===== config.mk =====
export PLATFORM = sky130hd
export DESIGN_NAME = fb_channel_serializer
export DESIGN_NICKNAME = d
export VERILOG_FILES = /design/src/rtl/fb_pkg.sv /design/src/rtl/fb_round_sat.sv /design/src/rtl/fb_channel_serializer.sv
export SDC_FILE = /design/constraint.sdc
export NUM_CORES = 1
export LEC_CHECK = 0
export BUFFER_PORTS_ARGS = -buffer_cell sky130_fd_sc_hd__buf_2
export CAP_MARGIN = 20
export CELL_PAD_IN_SITES_DETAIL_PLACEMENT = 0
export CELL_PAD_IN_SITES_GLOBAL_PLACEMENT = 1
export CORE_MARGIN = 2
export CORE_UTILIZATION = 41
export DETAILED_ROUTE_END_ITERATION = 6
export PLACE_DENSITY = 0.9
export REMOVE_ABC_BUFFERS = 1
export SKIP_CTS_REPAIR_TIMING = 1
export SYNTH_ARGS = -nofsm -noshare
export SYNTH_HDL_FRONTEND = slang
export SYNTH_SLANG_ARGS = --single-unit

===== constraint.sdc =====
create_clock -name clock -period 4.5 [get_ports clock]
set_input_delay 0.225 -clock clock [delete_from_list [all_inputs] [get_ports clock]]
set_output_delay 0.225 -clock clock [all_outputs]
set_load 0.02 [all_outputs]

===== src/rtl/fb_pkg.sv =====
// rtl/fb_pkg.sv - shared parameters and state type for the filter-bank channel serializer
package fb_pkg;
   localparam int NUM_CH   = 16;
   localparam int IN_W     = 33;
   localparam int IN_FRAC  = 32;
   localparam int OUT_W    = 16;
   localparam int OUT_FRAC = 15;
   localparam int SH       = IN_FRAC - OUT_FRAC;
   localparam int CH_W     = $clog2(NUM_CH);

   typedef enum logic {IDLE, STREAM} state_t;
endpackage


===== src/rtl/fb_round_sat.sv =====
// rtl/fb_round_sat.sv - combinational sfix33_En32 -> sfix16_En15 round and saturate
// Define FB_CONVERGENT_ROUND_EN for round-half-to-even instead of round-half-up.
module fb_round_sat
   import fb_pkg::*;
(
   input  logic [IN_W-1:0]  din,
   output logic [OUT_W-1:0] dout,
   output logic             sat
);
   localparam int QW = IN_W + 1 - SH;
   localparam logic [IN_W:0]  BIAS = (IN_W+1)'(1) << (SH - 1);
   localparam logic [SH-1:0]  TIE  = (SH)'(1) << (SH - 1);

   logic [IN_W:0] ext;
   logic [IN_W:0] sum;
   logic [QW-1:0] q;
   logic          add_bias;
   logic          pos_ovf;
   logic          neg_ovf;

`ifdef FB_CONVERGENT_ROUND_EN
   // Exact ties with an even kept LSB round down; everything else is half-up.
   assign add_bias = !((din[SH-1:0] == TIE) && !din[SH]);
`else
   assign add_bias = 1'b1;
`endif

   // One guard bit above the sign keeps the biased sum from wrapping.
   assign ext = {din[IN_W-1], din};
   assign sum = ext + (add_bias ? BIAS : '0);
   assign q   = sum[IN_W:SH];

   assign pos_ovf = !q[QW-1] && (q[QW-2:OUT_W-1] != '0);
   assign neg_ovf =  q[QW-1] && (q[QW-2:OUT_W-1] != '1);

   always_comb begin
      dout = q[OUT_W-1:0];
      sat  = 1'b0;
      if (pos_ovf) begin
         dout = {1'b0, {(OUT_W-1){1'b1}}};
         sat  = 1'b1;
      end else if (neg_ovf) begin
         dout = {1'b1, {(OUT_W-1){1'b0}}};
         sat  = 1'b1;
      end
   end
endmodule


===== src/rtl/fb_channel_serializer.sv =====
// rtl/fb_channel_serializer.sv - captures a filter-bank frame and streams one channel per cycle
// Rounding mode follows FB_CONVERGENT_ROUND_EN inside fb_round_sat.
module fb_channel_serializer
   import fb_pkg::*;
(
   input  logic                   clock,
   input  logic                   reset,
   input  logic                   clk_enable,
   input  logic                   frame_valid,
   input  logic [NUM_CH*IN_W-1:0] ch_in,
   output logic [OUT_W-1:0]       out_data,
   output logic [CH_W-1:0]        out_ch,
   output logic                   out_valid,
   input  logic                   out_ready,
   output logic                   out_last,
   output logic                   out_sat,
   output logic                   frame_drop
);
   localparam logic [CH_W-1:0] LAST_CH = CH_W'(NUM_CH - 1);

   state_t                 state;
   logic [CH_W-1:0]        ch;
   logic [NUM_CH*IN_W-1:0] active_bank;
   logic [NUM_CH*IN_W-1:0] pending_bank;
   logic                   pending_full;
   logic [IN_W-1:0]        cur_word;
   logic                   xfer;
   logic                   last_xfer;

   assign out_valid = (state == STREAM);
   assign out_ch    = ch;
   assign out_last  = out_valid && (ch == LAST_CH);
   assign xfer      = out_valid && out_ready;
   assign last_xfer = xfer && (ch == LAST_CH);
   assign cur_word  = active_bank[ch*IN_W +: IN_W];

   fb_round_sat u_round_sat (
      .din  (cur_word),
      .dout (out_data),
      .sat  (out_sat)
   );

   always_ff @(posedge clock) begin
      if (!reset) begin
         state        <= IDLE;
         ch           <= '0;
         active_bank  <= '0;
         pending_bank <= '0;
         pending_full <= 1'b0;
         frame_drop   <= 1'b0;
      end else if (clk_enable) begin
         frame_drop <= 1'b0;
         case (state)
            IDLE: begin
               if (frame_valid) begin
                  active_bank <= ch_in;
                  ch          <= '0;
                  state       <= STREAM;
               end
            end
            STREAM: begin
               if (last_xfer) begin
                  ch <= '0;
                  // Frame boundary: promote pending (if any) so the stream has no bubble.
                  if (pending_full) begin
                     active_bank <= pending_bank;
                     if (frame_valid)
                        pending_bank <= ch_in;
                     else
                        pending_full <= 1'b0;
                  end else if (frame_valid) begin
                     active_bank <= ch_in;
                  end else begin
                     state <= IDLE;
                  end
               end else begin
                  if (xfer)
                     ch <= ch + 1'b1;
                  if (frame_valid) begin
                     pending_bank <= ch_in;
                     pending_full <= 1'b1;
                     frame_drop   <= pending_full;
                  end
               end
            end
            default: state <= IDLE;
         endcase
      end
   end
endmodule


==> out/metrics.cfg, run 1 <==
[setup_path]
required_ns = 4.28
cp_max_fo = 12
crit_family = simple AND/OR/NAND/NOR gates
crit_buf_inv = 3
cp.arrival_ns = 4.30
crit_type = flop to output port
worstSetupEndpointType = output port
critPathMaxStageDelay_ns = 0.52
critPathLaunchType = flop
crit_chain = buf_12, mux2i_1, a221oi_2, a21oi_1, a211oi_2, nand4_1, or3_4, xor2_1, ha_2, buf_6, or4_1, o211ai_1, buf_4
cp_slowest_cell = or4_1

[layout]
synthToLayoutAreaGrowth_pct = 28.96
nFillCells = 5595
fin_cells = 4355
multi_input_area_sq_um = 12940
final_common_cell = nand2_1
postLayoutCoreUtil_pct = 53.42
register_area_sq_um = 11040
stdcell_area_sq_um = 33630
drive_above_1_share_pct = 25.38
layout_common_cells = nand2_1 (563), dfxtp_1 (547), buf_2 (292), nor2_1 (282)
nets = 3992

[hold_path]
hold_path_class = primary input to flop

[place]
gp_congestion = 0.8122
placedCellCount = 3916
dpl_cell_area_sq_um = 28030
hpwl_microns = 44510
io_buffers = 300

[timing]
tightest_slew_ns = 1.096
fmax_mhz = 220.8
finalSetupTns_ns = -0.03534
final_hold_viol_count = 0
final-setup-viol-count = 3
skew_ns = 0.02567
finalCriticalPeriod_ns = 4.528
fin_ws_ns = -0.02848
slew_violations = 0
slew_headroom_pct = 26.93
rsz0062_at_grt = yes
period_share_pct = 100.6

[floorplanning]
start_util_pct = 41.42
rows = 92
core_area_sq_um = 62970
num_io_pins = 557
die_h_microns = 256.2
die_w_microns = 256.2
dieArea_sq_um = 65640

[clock_tree]
cts-root-buf = clkbuf_16
clockBufferDepth = 3
cts_tree = yes
clk_latency_ns = 0.63
cts_sinks = 551
cts.htree.levels = 2
path_clk_slew_ns = 0.06
cts_buffers = 59

[route]
wl_per_cell_microns = 18.26
route.detailed.drc = 0
ant_nets = 0
routed_via_density = 5.383
first_pass_iters = 5
routed_wl_microns = 79520
vias = 23444
drt_iter0_drc = 1824

[power]
p_per_area_nw_per_um2 = 355.2
power.total_mw = 11.95
p_leak_nw = 14.16
peakVddDrop_mv = 0.3371

[global_route]
grt_pass1_wl_microns = 115400
grt_pass1_vias = 20211
grt_max_degree = 182
antenna_found_initial = 7
gr-total-overflow = 0
track_usage_pct = 21.62

[synthesis]
ys_warn_count = 0
yosysUniqueCellTypes = 65
synth_edf_count = 0
synthCells = 3019
yosysSeqAreaShare_pct = 42.30
synthFlopType = dfxtp_1
syn_area_per_cell_sq_um = 8.639
synth_area_sq_um = 26080
ys_ff_latch = 551
async_flop_share_pct = 0

[status]
violations = setup timing
status = finished with violations

[job]
cap_violations = 0

## area by class of cell
cell class / instances / area share, %
diodes: 6 / 0.04464
clock buffers: 84 / 5.178
clock inverters: 25 / 0.8928
inverters: 279 / 3.125
multi-input cells: 1889 / 38.46
flip-flops and latches: 551 / 32.83
well taps: 846 / 3.147
repair buffers: 675 / 16.32
## cell families after synthesis
kind of cell | after synthesis | synth area share, %
flip-flops | 551 | 42.30
buffers and inverters | 579 | 8.962
adder cells (fa/ha/maj) | 4 | 0.1919
AND/OR/NAND/NOR | 905 | 13.62
XOR/XNOR | 8 | 0.2687
AO/OA/AOI/OAI | 890 | 28.20
multiplexers | 82 | 6.467
## worst reg2reg max path, stage by stage, from the launching register on
cell and delay (ns):
dfxtp_4 0.46, buf_8 0.18, buf_6 0.19, buf_4 0.16, ha_1 0.19, and4_1 0.32, nand2_1 0.23, o21ai_4 0.74
buf_12 0.43, nand2_1 0.26, a21boi_0 0.23
## per-layer routing
layer	up-vias	global-route usage, %	part of all wire [%]
li1	11524	-	-
met1	11184	30.87	47
met2	619	32.97	45
met3	109	5.111	6.3
met4	8	5.052	1.8
met5	-	0	0.065
## registers in the layout (all words and copies together) (netlist names)
register / flops
frame_drop: 1
out_valid: 1
active_bank: 272
pending_bank: 272
pending_full: 1
out_ch: 4
## synth_stat cells, types with 3 or more instances
library cell  instances  area share, %
buf_4                 4           0.12
nand3_1               8           0.15
o221a_2             272             12
buf_12                3           0.23
buf_6                 5           0.22
buf_2                20           0.38
nand2b_1              4          0.096
xnor2_1               6           0.20
a21oi_1               6           0.12
mux4_2               51            4.4
and2_1                4          0.096
o21a_1                4           0.12
nand4_1               6           0.14
dfxtp_1             551             42
a31oi_1             272            6.5
nand2_1             570            8.2
a221oi_1              7           0.24
inv_1               277            4.0
nor2_1              283            4.1
ha_1                  4           0.19
clkbuf_1            257            3.7
o211ai_1              4           0.12
mux4_1               13            1.3
a22oi_1              18           0.52
and3_1                4          0.096
mux2i_1              16           0.61
buf_1                 7           0.10
buf_8                 3           0.17
a21boi_0            277            8.0
nor2b_1               5           0.12
o21ai_1               5          0.096
o21ai_0               9           0.17
nor3_1                3          0.058
## where the power goes
group | leakage [nW] | switching [mW] | total [mW] | internal, mW
clock | 1.02 | 2.08 | 5.11 | 3.03
sequential | 4.50 | 0.125 | 5.24 | 5.11
combinational | 8.64 | 0.823 | 1.60 | 0.777
total | 14.2 | 3.03 | 11.9 | 8.92
## final timing paths
kind                                       start                        endpoint  slack, ns  cells past startpoint
setup / recovery          out_ch[0]$_SDFFE_PN0P_                     out_data[7]      -0.03                     13
hold / removal                        clk_enable          out_ch[1]$_SDFFE_PN0P_       0.02                      3
setup reg to reg          out_ch[0]$_SDFFE_PN0P_  pending_bank[163]$_SDFFE_PN0P_       1.04                     10
hold reg to reg   pending_bank[394]$_SDFFE_PN0P_  pending_bank[394]$_SDFFE_PN0P_       0.46                      2
## stage by stage
stage | setup WS, ns | hold WS (ns)
2_1_floorplan | -15.72 | 0.3427
3_3_place_gp | 0.2630 | 0.4507
3_5_place_dp | 0.2667 | 0.4560
4_1_cts | -0.4172 | -0.1929
5_1_grt | -0.1211 | 0.005504
6_report | -0.02848 | 0.02172
Note: power is estimated with default switching activity, not from simulation.
==> inputs of run 2 (changes only) <==
ABC_AREA = 1   (was not set)
CORE_UTILIZATION = 39   (was 41)
GPL_TIMING_DRIVEN = 0   (was not set)
==> run 2 against run 1 <==
  * The flow finishes with violations (hold timing)
  * Clock-buffer cell count grew 18
  * Core utilization down 4.4 points
  * Non-clock buffer count shrank 60
  * Clock power up 4.9%
  * Largest cell class unchanged
==> out/metrics.cfg, run 2 <==
[setup_path]
crit_type = flop to output port
r2r_end = pending_bank[224]$_SDFFE_PN0P_
r2r-start = out_ch[0]$_SDFFE_PN0P_
critPathLaunchType = flop
cp.arrival_ns = 4.04
cp_slowest_cell = dfxtp_4
required_ns = 4.28
worstSetupEndpointType = output port
cp_max_fo = 21
crit_chain = buf_6, buf_16, buf_16, o211ai_1, nand3_1, nand3_1, nand2_1, ha_1, nand3_2, inv_2, nand2_1, nor2_2, xnor2_1, ha_2, clkinvlp_4, buf_4, nand3_1, nand2_1, buf_2
crit_family = buffers and inverters
crit_buf_inv = 7
regToRegSetupSlack_ns = 0.64
worst_r2r_path_depth = 12
critPathMaxStageDelay_ns = 0.52

[layout]
stdcell_area_sq_um = 34940
layout_common_cells = o21ai_0 (702), nand2_1 (620), dfxtp_1 (547), a21oi_1 (531), nor2_1 (439)
drive_above_1_share_pct = 11.18
synthToLayoutAreaGrowth_pct = 25.06
nFillCells = 6998
fin_cells = 5434
final_common_cell = o21ai_0
nets = 4968

[hold_path]
hold_path_class = primary input to flop
hold_start = ch_in[296]
holdPathEnd = pending_bank[296]$_SDFFE_PN0P_
min_path_cells = 3

[timing]
finalCriticalPeriod_ns = 4.260
period_share_pct = 94.67
final_hold_viol_count = 12
skew_ns = 0.02165
final-setup-viol-count = 0
slew_headroom_pct = 39.14
fmax_mhz = 234.7
tightest_slew_ns = 0.9130
rsz0062_at_grt = no
slew_violations = 0
whs_ns = -0.06293

[synthesis]
synth_top_area_share_pct = 39.49
synthCells = 4088
yosys.area_share.simple_pct = 18.79
syn_area_per_cell_sq_um = 6.834
synth_top_family_by_area = compound AO/OA/AOI/OAI gates
synth_compound_area_share_pct = 24.79
yosys-top-cells-area = dfxtp_1 (39%), o21ai_0 (13%), a21oi_1 (9.5%)
yosysSeqAreaShare_pct = 39.49
synth_area_sq_um = 27940
yosysUniqueCellTypes = 33
synth-xor-area-share_pct = 0.1568
synthFlopType = dfxtp_1
synth_edf_count = 0
ys_ff_latch = 551
ys_warn_count = 0
yosys.area.top_type = dfxtp_1
muxShareOfSynthArea_pct = 5.590
synth_commonest_cells = o21ai_0 (703), nand2_1 (624), dfxtp_1 (551)
post-synth-top-count-cell = o21ai_0
synthAdderAreaFrac_pct = 0.1792
async_flop_share_pct = 0

[floorplanning]
num_io_pins = 557
start_util_pct = 39.21
dieArea_sq_um = 73790
core_area_sq_um = 71240
die_h_microns = 271.6
rows = 98
die_w_microns = 271.6

[route]
ant_nets = 0
vias = 28138
drt_iter0_drc = 2026
routed_wl_microns = 93270
first_pass_iters = 5
route.detailed.drc = 0
routed_via_density = 5.178
wl_per_cell_microns = 17.16

[global_route]
antenna_found_initial = 2
track_usage_pct = 22.65
gr-total-overflow = 0
grt_pass1_vias = 24421
grt_max_degree = 171
grt_pass1_wl_microns = 134800

[status]
violations = hold timing
status = finished with violations

[power]
peakVddDrop_mv = 0.2504
p_leak_nw = 15.01
p_per_area_nw_per_um2 = 368.5

[place]
dpl_cell_area_sq_um = 29780
hpwl_microns = 52040
io_buffers = 300
placedCellCount = 5030
gp_congestion = 0.7905

[clock_tree]
clk_latency_ns = 0.60
cts_sinks = 551
cts.htree.levels = 3
cts_buffers = 66
cts-root-buf = clkbuf_16
cts_tree = yes
path_clk_slew_ns = 0.06
clockBufferDepth = 3

[job]
cap_violations = 0

-- run 2: logic make-up (layout without fill, tap and decap cells) --
kind of cell,Yosys count,in the layout
AOI/OAI and AO/OA,1365,1365
adders and majority gates,4,4
and+or+nand+nor,1303,1303
muxes,156,156
DFF,551,551
other,0,3
xor gates and xnor gates,5,5
buffers and inverters,704,1097
-- run 2: area by class of cell --
| class | count | area (sq um) | share of cell area [%] |
|---|---|---|---|
| Multi-Input combinational cell | 2833 | 13880 | 39.73 |
| Timing Repair Buffer | 615 | 5239 | 15.00 |
| Tap cell | 950 | 1189 | 3.402 |
| Antenna cell | 3 | 7.507 | 0.02149 |
| Sequential cell | 551 | 11050 | 31.62 |
| Inverter | 364 | 1406 | 4.026 |
| Clock buffer | 102 | 1989 | 5.694 |
| Clock inverter | 16 | 178.9 | 0.5121 |
-- run 2: metal layers --
metal / global-route usage, % / routed length [microns] / vias to the layer above
met2: 37.28 / 42850 / 762
met5: 0 / 0 / -
li1: - / - / 14199
met4: 6.651 / 1945 / 0
met1: 30.70 / 43330 / 13059
met3: 3.344 / 5146 / 118
-- run 2: how the worst max path moves through the flow --
stage / to / slack [ns] / cells past startpoint / from
2_1_floorplan: active_bank[115]$_SDFFE_PN0P_ / -14.82 / 7 / out_ch[0]$_SDFFE_PN0P_
3_3_place_gp: active_bank[55]$_SDFFE_PN0P_ / -26.68 / 7 / out_ch[0]$_SDFFE_PN0P_
3_5_place_dp: out_data[7] / -0.67 / 18 / out_ch[0]$_SDFFE_PN0P_
4_1_cts: out_data[7] / -1.34 / 18 / out_ch[0]$_SDFFE_PN0P_
5_1_grt: out_data[6] / 0.002 / 19 / out_ch[0]$_SDFFE_PN0P_
6_report: out_data[12] / 0.24 / 19 / out_ch[0]$_SDFFE_PN0P_
-- run 2: report_power, final --
group          total, mW  switching [mW]  internal [mW]  leakage [nW]
logic               2.20            1.35          0.854          9.44
clock network       5.36            2.19           3.17          1.06
registers           5.31           0.143           5.17          4.52
total               12.9            3.68           9.19          15.0
-- run 2: per-stage QoR --
stage                     utilization [%]  total power [mW]  setup WS, ns  TNS [ns]
after floorplan                         -             6.584        -14.82  -5539.73
after global routing                49.03             13.49      0.002075         0
after global placement              40.60             7.473        -26.68         -
after detailed placement            41.80             7.317       -0.6697    -2.556
final                               49.04             12.88        0.2397         0
after CTS                           44.84             12.71        -1.342    -12.85
-- run 2: worst register-to-register path, stage by stage (launching register included) --
cell and delay, ns:
dfxtp_4 0.52, buf_6 0.22, clkbuf_16 0.27, ha_1 0.23
nand2_1 0.12, nor3_4 0.20, nand2_1 0.13, or2_1 0.33
nand2_8 0.64, inv_8 0.37, buf_16 0.41, nor2_1 0.23
nor2_1 0.08
